--- src/rtl/alu_arbiter.sv ---
// Purpose: round-robin (or fixed priority with ARB_FIXED_PRIORITY_EN) arbiter sharing one ALU among four requesters.
// Latency: grant/alu_start one cycle after req is sampled in IDLE; done ALU_LATENCY+2 cycles after the sample.
// Backpressure: req is a level; a request waits in IDLE until it wins and is ignored while an operation is in flight.
module alu_arbiter #(
    parameter int ALU_LATENCY = 2
) (
    input  logic       clk,
    input  logic       rst,
    input  logic [3:0] req,
    output logic [3:0] grant,
    output logic [1:0] sel,
    output logic       alu_start,
    output logic [3:0] done,
    output logic       busy
);

    if (ALU_LATENCY < 1 || ALU_LATENCY > 15) begin : g_bad_latency
        $error("alu_arbiter: ALU_LATENCY must be in 1..15");
    end

    typedef enum logic [1:0] {
        S_IDLE  = 2'd0,
        S_ISSUE = 2'd1,
        S_WAIT  = 2'd2,
        S_DONE  = 2'd3
    } state_t;

    localparam logic [3:0] WAIT_LOAD = 4'(ALU_LATENCY - 1);

    state_t     state;
    state_t     state_nxt;
    logic [3:0] wait_cnt;
    logic [1:0] winner;
    logic [3:0] sel_oh;

`ifdef ARB_FIXED_PRIORITY_EN
    // Lowest index wins; scanning downward lets the lowest set bit overwrite.
    always_comb begin
        winner = 2'd0;
        for (int i = 3; i >= 0; i--) begin
            if (req[i]) winner = 2'(i);
        end
    end
`else
    logic [1:0] ptr;

    // Scan offsets 4..1 from the pointer so the smallest offset (ptr+1) wins last;
    // offset 4 wraps onto ptr itself, giving the last winner lowest priority.
    always_comb begin
        logic [1:0] idx;
        idx    = 2'd0;
        winner = ptr;
        for (int i = 4; i >= 1; i--) begin
            idx = ptr + 2'(i);
            if (req[idx]) winner = idx;
        end
    end

    always_ff @(posedge clk or posedge rst) begin
        if (rst) begin
            ptr <= 2'd3;
        end else if (state == S_DONE) begin
            ptr <= sel;
        end
    end
`endif

    always_ff @(posedge clk or posedge rst) begin
        if (rst) begin
            state <= S_IDLE;
        end else begin
            state <= state_nxt;
        end
    end

    always_comb begin
        state_nxt = state;
        case (state)
            S_IDLE:  if (|req) state_nxt = S_ISSUE;
            S_ISSUE: state_nxt = S_WAIT;
            S_WAIT:  if (wait_cnt == 4'd0) state_nxt = S_DONE;
            S_DONE:  state_nxt = S_IDLE;
            default: state_nxt = S_IDLE;
        endcase
    end

    // sel only moves on IDLE->ISSUE, so it stays stable for the whole operation.
    always_ff @(posedge clk or posedge rst) begin
        if (rst) begin
            sel      <= 2'd0;
            wait_cnt <= 4'd0;
        end else begin
            if (state == S_IDLE && |req) begin
                sel <= winner;
            end
            if (state == S_ISSUE) begin
                wait_cnt <= WAIT_LOAD;
            end else if (state == S_WAIT && wait_cnt != 4'd0) begin
                wait_cnt <= wait_cnt - 4'd1;
            end
        end
    end

    assign sel_oh = 4'b0001 << sel;

    always_comb begin
        grant     = 4'b0000;
        done      = 4'b0000;
        alu_start = 1'b0;
        busy      = 1'b0;
        case (state)
            S_ISSUE: begin
                grant     = sel_oh;
                alu_start = 1'b1;
                busy      = 1'b1;
            end
            S_WAIT: begin
                grant = sel_oh;
                busy  = 1'b1;
            end
            S_DONE: begin
                grant = sel_oh;
                done  = sel_oh;
                busy  = 1'b1;
            end
            default: ;
        endcase
    end

endmodule

--- config.mk ---
export PLATFORM = sky130hd
export DESIGN_NAME = alu_arbiter
export DESIGN_NICKNAME = d
export VERILOG_FILES = /design/src/rtl/alu_arbiter.sv
export SDC_FILE = /design/constraint.sdc
export NUM_CORES = 1
export LEC_CHECK = 0
export ABC_AREA = 1
export ABC_CLOCK_PERIOD_IN_PS = 1600
export BUFFER_PORTS_ARGS = -buffer_cell sky130_fd_sc_hd__buf_4
export CAP_MARGIN = 20
export CORE_MARGIN = 1
export CORE_UTILIZATION = 52
export CTS_CLUSTER_SIZE = 30
export DETAILED_ROUTE_END_ITERATION = 10
export GPL_ROUTABILITY_DRIVEN = 0
export GPL_TIMING_DRIVEN = 1
export PLACE_DENSITY = 0.77
export SLEW_MARGIN = 10
export SYNTH_ARGS = -nofsm -noshare
export SYNTH_HDL_FRONTEND = slang
export SYNTH_SLANG_ARGS = --single-unit
--- constraint.sdc ---
create_clock -name clk -period 1.6 [get_ports clk]
set_input_delay 0 -clock clk [delete_from_list [all_inputs] [get_ports clk]]
set_output_delay 0 -clock clk [all_outputs]
set_load 0.02 [all_outputs]
## Yosys cells after proc, flatten, opt, wreduce, memory -nomap -nowiden

Cells that the tools add are included.
W data, S select, Z words.

- Reductions and logical operators: 9
- $lt $le $gt $ge: 3
- Shifts and indexed selects: 1
- Eq/ne operators: 5
- Add/sub/neg operators: 4
- Multiplexer cells: 18

Operators with widths:

| operator | count |
|---|---|
| $mux W4 | 4 |
| $mux W2 | 5 |
| $lt A2 B3 Y1 const B | 3 |
| $pmux W2 S4 | 1 |
| $bmux W1 S2 | 3 |
| $mux W1 | 5 |
| $add A2 B2 Y2 const B | 2 |
| $eq A2 B2 Y1 const B | 2 |
| $logic_not A4 Y1 | 1 |
| $ne A2 B2 Y1 const B | 2 |
| $reduce_bool A4 Y1 | 1 |
| $reduce_or A4 Y1 | 1 |
| $shl A1 B2 Y4 const A | 1 |
| $sub A4 B1 Y4 const B | 1 |
| $reduce_or A3 Y1 | 1 |
| $add A2 B1 Y2 const B | 1 |
| $eq A2 B1 Y1 const B | 1 |
| $logic_and A1 B1 Y1 | 2 |
| $logic_not A2 Y1 | 1 |
| $reduce_and A2 Y1 | 1 |
| $reduce_bool A2 Y1 | 1 |

- Logic and storage cells: 44
- Output and inout port bits: 12
- Input port bits: 6
- Bits in registers: 10

## Logic depth before layout (Yosys ltp)

Gate-level depths: netlist (run 1).

- Depth after elaboration: 6
- Mapped depth: 12
- Gate-level depth less buffers: 11

## Worst setup path after synthesis (run 1)

Ideal clock, no wire load.

- Path kind: reg-to-reg
- From: register ptr[0]
- To: register sel[0]
- Buffers on the path: 1
- Data required time: 1483 ps
- Period minus slack after synthesis: 1274 ps
- Library setup time: 117 ps
- Setup slack: 326 ps
- Cell stages (with the launch flop): 13
- Arrival: 1157 ps
- Cell sequence: dfstp_2 > buf_6 > inv_8 > nand2_1 > nand3_2 > nand2_1 > inv_1 > nand2_1 > nand2_1 > nand2_1 > nand2_1 > nand2_1 > nand2_1

- Longest elaborated chain between the ends: 6
- Elaborated cells on any way between the ends: 12
- Classes of those cells: add/sub: 3; mux: 9

Ends and longest elaborated chain:

| item | line | RTL |
|---|---|---|
| start: declaration | 45 | `logic [1:0] ptr;` |
| start signal: assignment | 63 | `ptr <= sel;` |
| $add A2 B2 Y2 | 54 | `idx = ptr + 2'(i);` |
| $bmux W1 S2 | 55 | `if (req[idx]) winner = idx;` |
| $mux W1 (implied by the code) | 55 |  |
| $mux W2 (2 in a row) | 55 |  |
| $mux W2 (*) | 55 |  |
| end signal: assignment | 94 | `sel <= winner;` |
| end: declaration | 11 | `output logic [1:0] sel,` |

Every way passes the cells marked *; elsewhere a longest branch is shown, timed or not. The select of a mux whose other input is x is not followed.
A chain may end at the register's enable or synchronous reset.

## Worst setup path after layout (run 1)

Same ends and word-level chain as after synthesis.

==> results.sh, run 1 <==
export IMPL_outcome="completed"
export IMPL_grt_max_degree=11
export IMPL_floorplan_die_height_um=40.8
export IMPL_post_layout_total_power_w=0.00210
export IMPL_launch_instance_of_the_worst_min_delay_path="req[0]"
export IMPL_tritoncts="done"
export IMPL_post_synthesis_instance_total=113
export IMPL_synth_top_cell_area_share_pct=25.5
export IMPL_timing_critical_path_arrival_ns=1.60
export IMPL_worstSetupStartpoint="ptr[0]"
export IMPL_worstPathCellList="inv_8, nand2_2, nand2_2, nand2_1, nand2_1, nand2_1, nand2_1, nand2_1, nand2_1, nand2_1, nand2_1"
export IMPL_synthesis_yosys_warnings=0
export IMPL_postSynthRegisterBits=10
export IMPL_destination_of_the_worst_hold_path="sel[0]"
export IMPL_die_area_um2=1670
export IMPL_postCtsSetupBuffers=0
export IMPL_routed_wirelength_mm=1.74
export IMPL_synthesis_area_um2=785
export IMPL_synth_top_cells_by_area="sky130_fd_sc_hd__dfrtp_1 (26%), sky130_fd_sc_hd__nand2_1 (13%), sky130_fd_sc_hd__ha_1 (11%)"
export IMPL_critical_path_top_delay_family="flip-flops"
export IMPL_cts_inserted_buffers=3
export IMPL_synth_yosys_seq_area_share_pct=32.2
export IMPL_port_buffers=17
export IMPL_globalRouteOverflowTotal=0
export IMPL_via_cell_ratio=5.18
export IMPL_clockBufferDepth=2
export IMPL_cts_reportedPaths_clkPinSlew_ns=0.07
export IMPL_cp_num_buf_inv=1
export IMPL_fin_skew_ns=0.00380
export IMPL_top_fanout_value_on_the_critical_path=10
export IMPL_synth_net_count=126
export IMPL_maxClockFrequency_mhz=698
export IMPL_grt_pass1_vias=659
export IMPL_unrepaired_setup_endpoints_after_global_routing="no"
export IMPL_p_leak_nw=0.546
export IMPL_setup_viol_count_final=0
export IMPL_drive_above_1_share_pct=24.1
export IMPL_yosys_cell_types_count=20
export IMPL_pwr_density_cell_nw_per_um2=2210
export IMPL_clock_tree_htree_level_count=1
export IMPL_dp_hpwl_mm=1.38
export IMPL_critical_path_slowest_cell="sky130_fd_sc_hd__dfstp_2"
export IMPL_endpoint_type_of_the_worst_setup_path="register"
export IMPL_detail_route_drc_violations=0
export IMPL_vdd_ir_drop_worst_uv=1250
export IMPL_vias=766
export IMPL_std_cell_core_area_um2=1350
export IMPL_maxSlewHeadroom_pct=72.6
export IMPL_io_pins=18
export IMPL_top_cell_type_by_total_area_after_synthesis="sky130_fd_sc_hd__dfrtp_1"
export IMPL_grtUsageTotal_pct=26.8
export IMPL_start_util_pct=58.1
export IMPL_worstHoldPathCells=6
export IMPL_synth_avg_cell_area_um2=6.94
export IMPL_hold_class="in -> reg"
export IMPL_initialDrtViolationCount=11
export IMPL_r2r_slack_ns=0.17
export IMPL_critical_path_reg2reg_startpoint="ptr[0]"
export IMPL_reg2regPathDepth=11
export IMPL_dieWidth_um=40.8
export IMPL_antenna_cells_inserted=0
export IMPL_final_net_count=148
export IMPL_critPathMostFrequentCell="sky130_fd_sc_hd__nand2_1"
export IMPL_drt_first_pass_iters=4
export IMPL_crit_cells=11
export IMPL_rows=13
export IMPL_cp_data_required_time_ns=1.77
export IMPL_post_route_period_util_pct=89.6
export IMPL_max_cap_viol_count=0
export IMPL_cts_num_sinks=10
export IMPL_crit_type="reg -> reg"
export IMPL_worst_slew_pin_transition_ns=0.411
export IMPL_terminus_of_the_critical_flop_to_flop_path="sel[0]"
export IMPL_maxSlewViolCount=0
export IMPL_finalHoldViolations=0
export IMPL_root_buffer="sky130_fd_sc_hd__clkbuf_4"
export IMPL_timing_critical_path_from_type="register"
export IMPL_wire_per_inst_um=11.8
export IMPL_cpPeakStageDelay_ns=0.69
export IMPL_area_growth_synth_to_final_pct=21.4
export IMPL_grt_pass1_wl_mm=2.75
export IMPL_drt_antenna_violating_nets=0
export IMPL_final_core_utilization_pct=70.5
export IMPL_worst_skew_pair_late_latency_ns=0.27
export IMPL_post_route_min_period_ns=1.43
export IMPL_totalNegativeSetupSlack_ns=0
export IMPL_antenna_found_initial=0
[layout make-up]
class | count | area [um2]
Clock buffer | 3 | 22.5
Fill cell | 133 | 398
Inverter | 24 | 97.6
Multi-Input combinational cell | 78 | 423
Sequential cell | 10 | 253
Tap cell | 15 | 18.8
Timing Repair Buffer | 18 | 138
[registers in the layout, indices dropped and copies added, names as in the netlist]
register	cells
sel	2
ptr	2
state	2
wait_cnt	4
[cells by family after synthesis]
group	count (synthesis)	synth area share, %
flops	10	32.2
fa+ha+maj	7	11.2
simple gates	58	34.1
compound gates	13	8.61
buf+inv	25	13.9
[cell usage after synthesis]
library cell and number:
sky130_fd_sc_hd__buf_6 1, sky130_fd_sc_hd__nor2_1 8, sky130_fd_sc_hd__inv_2 2, sky130_fd_sc_hd__ha_1 7, sky130_fd_sc_hd__dfstp_2 2, sky130_fd_sc_hd__dfrtp_1 8
sky130_fd_sc_hd__nand2_1 28, sky130_fd_sc_hd__nor3_1 6, sky130_fd_sc_hd__nand3_1 6, sky130_fd_sc_hd__inv_1 21, sky130_fd_sc_hd__inv_8 1, sky130_fd_sc_hd__o21ai_0 5
sky130_fd_sc_hd__a21oi_1 5, sky130_fd_sc_hd__nand4_1 2, sky130_fd_sc_hd__nand2_2 5, sky130_fd_sc_hd__nor3b_1 1, sky130_fd_sc_hd__a211oi_1 1, sky130_fd_sc_hd__o21ai_1 2
sky130_fd_sc_hd__nand3_2 1, sky130_fd_sc_hd__nand2_4 1
[worst min-delay path: stages]
cell and delay, ns:
sky130_fd_sc_hd__buf_4 0.09, sky130_fd_sc_hd__inv_1 0.04, sky130_fd_sc_hd__nand4_1 0.11, sky130_fd_sc_hd__nand2_1 0.08
sky130_fd_sc_hd__nand2_1 0.06, sky130_fd_sc_hd__nand2_1 0.04
[worst max path at each step]
| stage | to | slack [ns] |
|---|---|---|
| 3_5_place_dp | sel[0] | 0.19 |
| 5_1_grt | sel[0] | 0.04 |
| 2_1_floorplan | sel[0] | 0.33 |
| 6_report | sel[0] | 0.17 |
| 3_3_place_gp | sel[0] | 0.21 |
| 4_1_cts | grant[1] | 0.14 |
[metal layers]
metal	wire (um)	vias to the layer above	global-route usage, %	share of wire [%]
li1	-	394	-	-
met1	775	342	29.5	44
met2	823	25	44.1	47
met3	115	5	10.9	6.6
met4	28	0	13.3	1.6
met5	0	-	0	0
[metrics by stage]
| step | hold WS [ns] | std cells | cell area [um2] | worst slack (ns) |
|---|---|---|---|---|
| final | 0.169 | 148 | 952 | 0.167 |
| after global routing | 0.195 | 148 | 952 | 0.0387 |
| after CTS | 0.163 | 148 | 952 | 0.143 |
| after detailed placement | 0.0202 | 144 | 920 | 0.187 |
| after global placement | 0.00498 | 144 | 920 | 0.207 |
| after floorplan | -0.161 | 113 | 785 | 0.326 |
[power breakdown]
group	internal (W)	leakage, nW	total, W	switching, W
Sequential	0.000401	0.118	0.000556	0.000155
Clock	0.0000873	0.0138	0.000179	0.0000918
Combinational	0.000517	0.413	0.00137	0.000851
Total	0.00101	0.546	0.00210	0.00110
[repair_timing]
action / 4_1_cts / 5_1_grt
hold buffers: 1 / 0
resized for setup: 0 / 0
endpoints found under the hold margin: 8 / 0
[cell usage in the layout (no fill, tap or decap)]
cell | synthesis | routed
sky130_fd_sc_hd__dlygate4sd3_1 | 0 | 1
sky130_fd_sc_hd__inv_8 | 1 | 1
sky130_fd_sc_hd__nor3b_1 | 1 | 1
sky130_fd_sc_hd__o21ai_1 | 2 | 2
sky130_fd_sc_hd__nand3_2 | 1 | 1
sky130_fd_sc_hd__clkbuf_4 | 0 | 3
sky130_fd_sc_hd__a211oi_1 | 1 | 1
sky130_fd_sc_hd__dfrtp_1 | 8 | 8
sky130_fd_sc_hd__nand2_2 | 5 | 5
sky130_fd_sc_hd__nand2_4 | 1 | 1
sky130_fd_sc_hd__nand4_1 | 2 | 2
sky130_fd_sc_hd__a21oi_1 | 5 | 5
sky130_fd_sc_hd__nor2_1 | 8 | 8
sky130_fd_sc_hd__inv_2 | 2 | 2
sky130_fd_sc_hd__dfstp_2 | 2 | 2
sky130_fd_sc_hd__o21ai_0 | 5 | 5
sky130_fd_sc_hd__ha_1 | 7 | 7
sky130_fd_sc_hd__buf_4 | 0 | 17
sky130_fd_sc_hd__nand3_1 | 6 | 6
sky130_fd_sc_hd__inv_1 | 21 | 21
sky130_fd_sc_hd__nand2_1 | 28 | 28
sky130_fd_sc_hd__nor3_1 | 6 | 6
(Power assumes the default switching activity.)
==> run 2: changes to the inputs <==
- BUFFER_PORTS_ARGS: -buffer_cell sky130_fd_sc_hd__buf_4 -> -buffer_cell sky130_fd_sc_hd__buf_2
- GPL_TIMING_DRIVEN: 1 -> 0
==> results.sh, run 2 (same netlist as run 1, synthesis figures left out) <==
export IMPL_timing_critical_path_to="sel[0]"
export IMPL_worst_hold_slack_ns=0.152
export IMPL_worst_slew_pin_transition_ns=0.402
export IMPL_timing_critical_path_from_type="register"
export IMPL_critical_path_slowest_cell="sky130_fd_sc_hd__dfstp_2"
export IMPL_r2r_slack_ns=0.17
export IMPL_crit_type="reg -> reg"
export IMPL_fin_skew_ns=0.00291
export IMPL_worstSetupStartpoint="ptr[0]"
export IMPL_cts_resized_gates=0
export IMPL_initialDrtViolationCount=22
export IMPL_vdd_ir_drop_worst_uv=1190
export IMPL_rows=13
export IMPL_floorplan_die_height_um=40.8
export IMPL_worstHoldPathCells=6
export IMPL_top_fanout_value_on_the_critical_path=10
export IMPL_pwr_density_cell_nw_per_um2=2270
export IMPL_largest_register_ffs=4
export IMPL_start_util_pct=58.1
export IMPL_grtUsageTotal_pct=23.6
export IMPL_clock_tree_htree_level_count=1
export IMPL_worstPathCellList="buf_6, inv_8, nand2_1, nand3_2, nand2_1, inv_1, nand2_1, nand2_1, nand2_1, nand2_1, nand2_1, nand2_1"
export IMPL_endpoint_type_of_the_worst_setup_path="register"
export IMPL_grt_pass1_wl_mm=2.50
export IMPL_wire_per_inst_um=11.2
export IMPL_std_cell_core_area_um2=1350
export IMPL_cp_data_required_time_ns=1.78
export IMPL_wl_met3_um=98
export IMPL_antenna_cells_inserted=0
export IMPL_drt_antenna_violating_nets=0
export IMPL_cts_inserted_buffers=3
export IMPL_finalHoldViolations=0
export IMPL_clockBufferDepth=2
export IMPL_critPathMostFrequentCell="sky130_fd_sc_hd__nand2_1"
export IMPL_die_area_um2=1670
export IMPL_reg2regPathDepth=12
export IMPL_wl_met1_um=816
export IMPL_vias=750
export IMPL_outcome="completed"
export IMPL_most_common_cell_after_layout_fill_and_taps_aside="sky130_fd_sc_hd__nand2_1"
export IMPL_final_net_count=149
export IMPL_grt_max_degree=11
export IMPL_globalRouteOverflowTotal=0
export IMPL_maxUsedRoutingLayer="met4"
export IMPL_cts_num_sinks=10
export IMPL_maxSlewHeadroom_pct=73.2
export IMPL_area_growth_synth_to_final_pct=19.1
export IMPL_setup_viol_count_final=0
export IMPL_p_leak_nw=0.551
export IMPL_cpPeakStageDelay_ns=0.53
export IMPL_io_pins=18
export IMPL_routed_wirelength_mm=1.68
export IMPL_post_route_period_util_pct=89.6
export IMPL_antenna_found_initial=0
export IMPL_drive_above_1_share_pct=25.2
export IMPL_detail_route_drc_violations=0
export IMPL_max_cap_viol_count=0
export IMPL_dieWidth_um=40.8
export IMPL_grt_pass1_vias=587
export IMPL_critical_path_reg2reg_startpoint="ptr[0]"
export IMPL_dp_hpwl_mm=1.27
export IMPL_port_buffers=17
export IMPL_worst_skew_pair_late_latency_ns=0.28
export IMPL_met2_wirelength_um=733
export IMPL_cts_reportedPaths_clkPinSlew_ns=0.08
export IMPL_regMostFlops="wait_cnt"
export IMPL_unrepaired_setup_endpoints_after_global_routing="no"
export IMPL_maxSlewViolCount=0
export IMPL_layout_common_cells="sky130_fd_sc_hd__nand2_1 (28), sky130_fd_sc_hd__inv_1 (21), sky130_fd_sc_hd__buf_2 (17), sky130_fd_sc_hd__nor2_1 (8), sky130_fd_sc_hd__dfrtp_1 (8)"
export IMPL_timing_critical_path_arrival_ns=1.61
export IMPL_via_cell_ratio=5.00
export IMPL_maxClockFrequency_mhz=698
export IMPL_post_route_min_period_ns=1.43
export IMPL_terminus_of_the_critical_flop_to_flop_path="sel[0]"
export IMPL_totalNegativeSetupSlack_ns=0
export IMPL_drt_first_pass_iters=4
export IMPL_hold_class="in -> reg"
export IMPL_root_buffer="sky130_fd_sc_hd__clkbuf_4"
export IMPL_tritoncts="done"
## run 2: cell count changes in the layout (fill, tap and decap cells not counted), sizes merged
cell	delta
clkbuf	+1
buf	+1
## run 2: repair_timing
item | in CTS | in global routing
setup buffers | 0 | 0
endpoints found under the hold margin | 8 | 0
hold buffers | 1 | 0
## run 2: area by class of cell
| class | count | area (um2) |
|---|---|---|
| inverter | 24 | 97.6 |
| clock buffer | 4 | 36.3 |
| multi-input combinational | 78 | 423 |
| timing repair buffer | 18 | 95.1 |
| sequential | 10 | 253 |
| buffer | 1 | 11.3 |
| fill | 131 | 415 |
| tap | 15 | 18.8 |
## run 2: stage by stage
stage                     utilization (%)  instances  setup slack (ns)  power [W]  area, um2
final                                69.2        150             0.166    0.00212        935
after detailed placement             65.8        145             0.197    0.00187        888
after global placement               65.8        145             0.227    0.00181        888
after floorplan                         -        113             0.326    0.00154        785
after global routing                 69.2        150            0.0287    0.00235        935
after CTS                            69.2        150             0.167    0.00212        935
## run 2: worst min path at each step
| stage | startpoint | end | slack (ns) |
|---|---|---|---|
| floorplan | rst | sel[0] | -0.16 |
| global placement | rst | sel[1] | -0.01 |
| detailed placement | rst | sel[1] | 0.009 |
| CTS | req[1] | sel[0] | 0.16 |
| global route | req[1] | sel[0] | 0.21 |
| finish | req[1] | sel[0] | 0.15 |
## run 2: layer usage
layer | GRT usage, % | up-vias
li1 | - | 395
met5 | 0 | -
met1 | 30.8 | 323
met3 | 4.89 | 5
met4 | 13.3 | 0
met2 | 35.5 | 27
## run 2: report_power, final
| group | switching [W] | internal [W] | total [W] |
|---|---|---|---|
| Sequential | 0.000102 | 0.000398 | 0.000500 |
| Clock | 0.000109 | 0.000139 | 0.000247 |
| Combinational | 0.000899 | 0.000475 | 0.00137 |
## run 2: critical path, delay by kind of cell, from the launching register on
family / cells / cell delay [ns]
buffers and inverters: 3 / 0.24
flip-flops: 1 / 0.53
AND/OR/NAND/NOR: 9 / 0.55
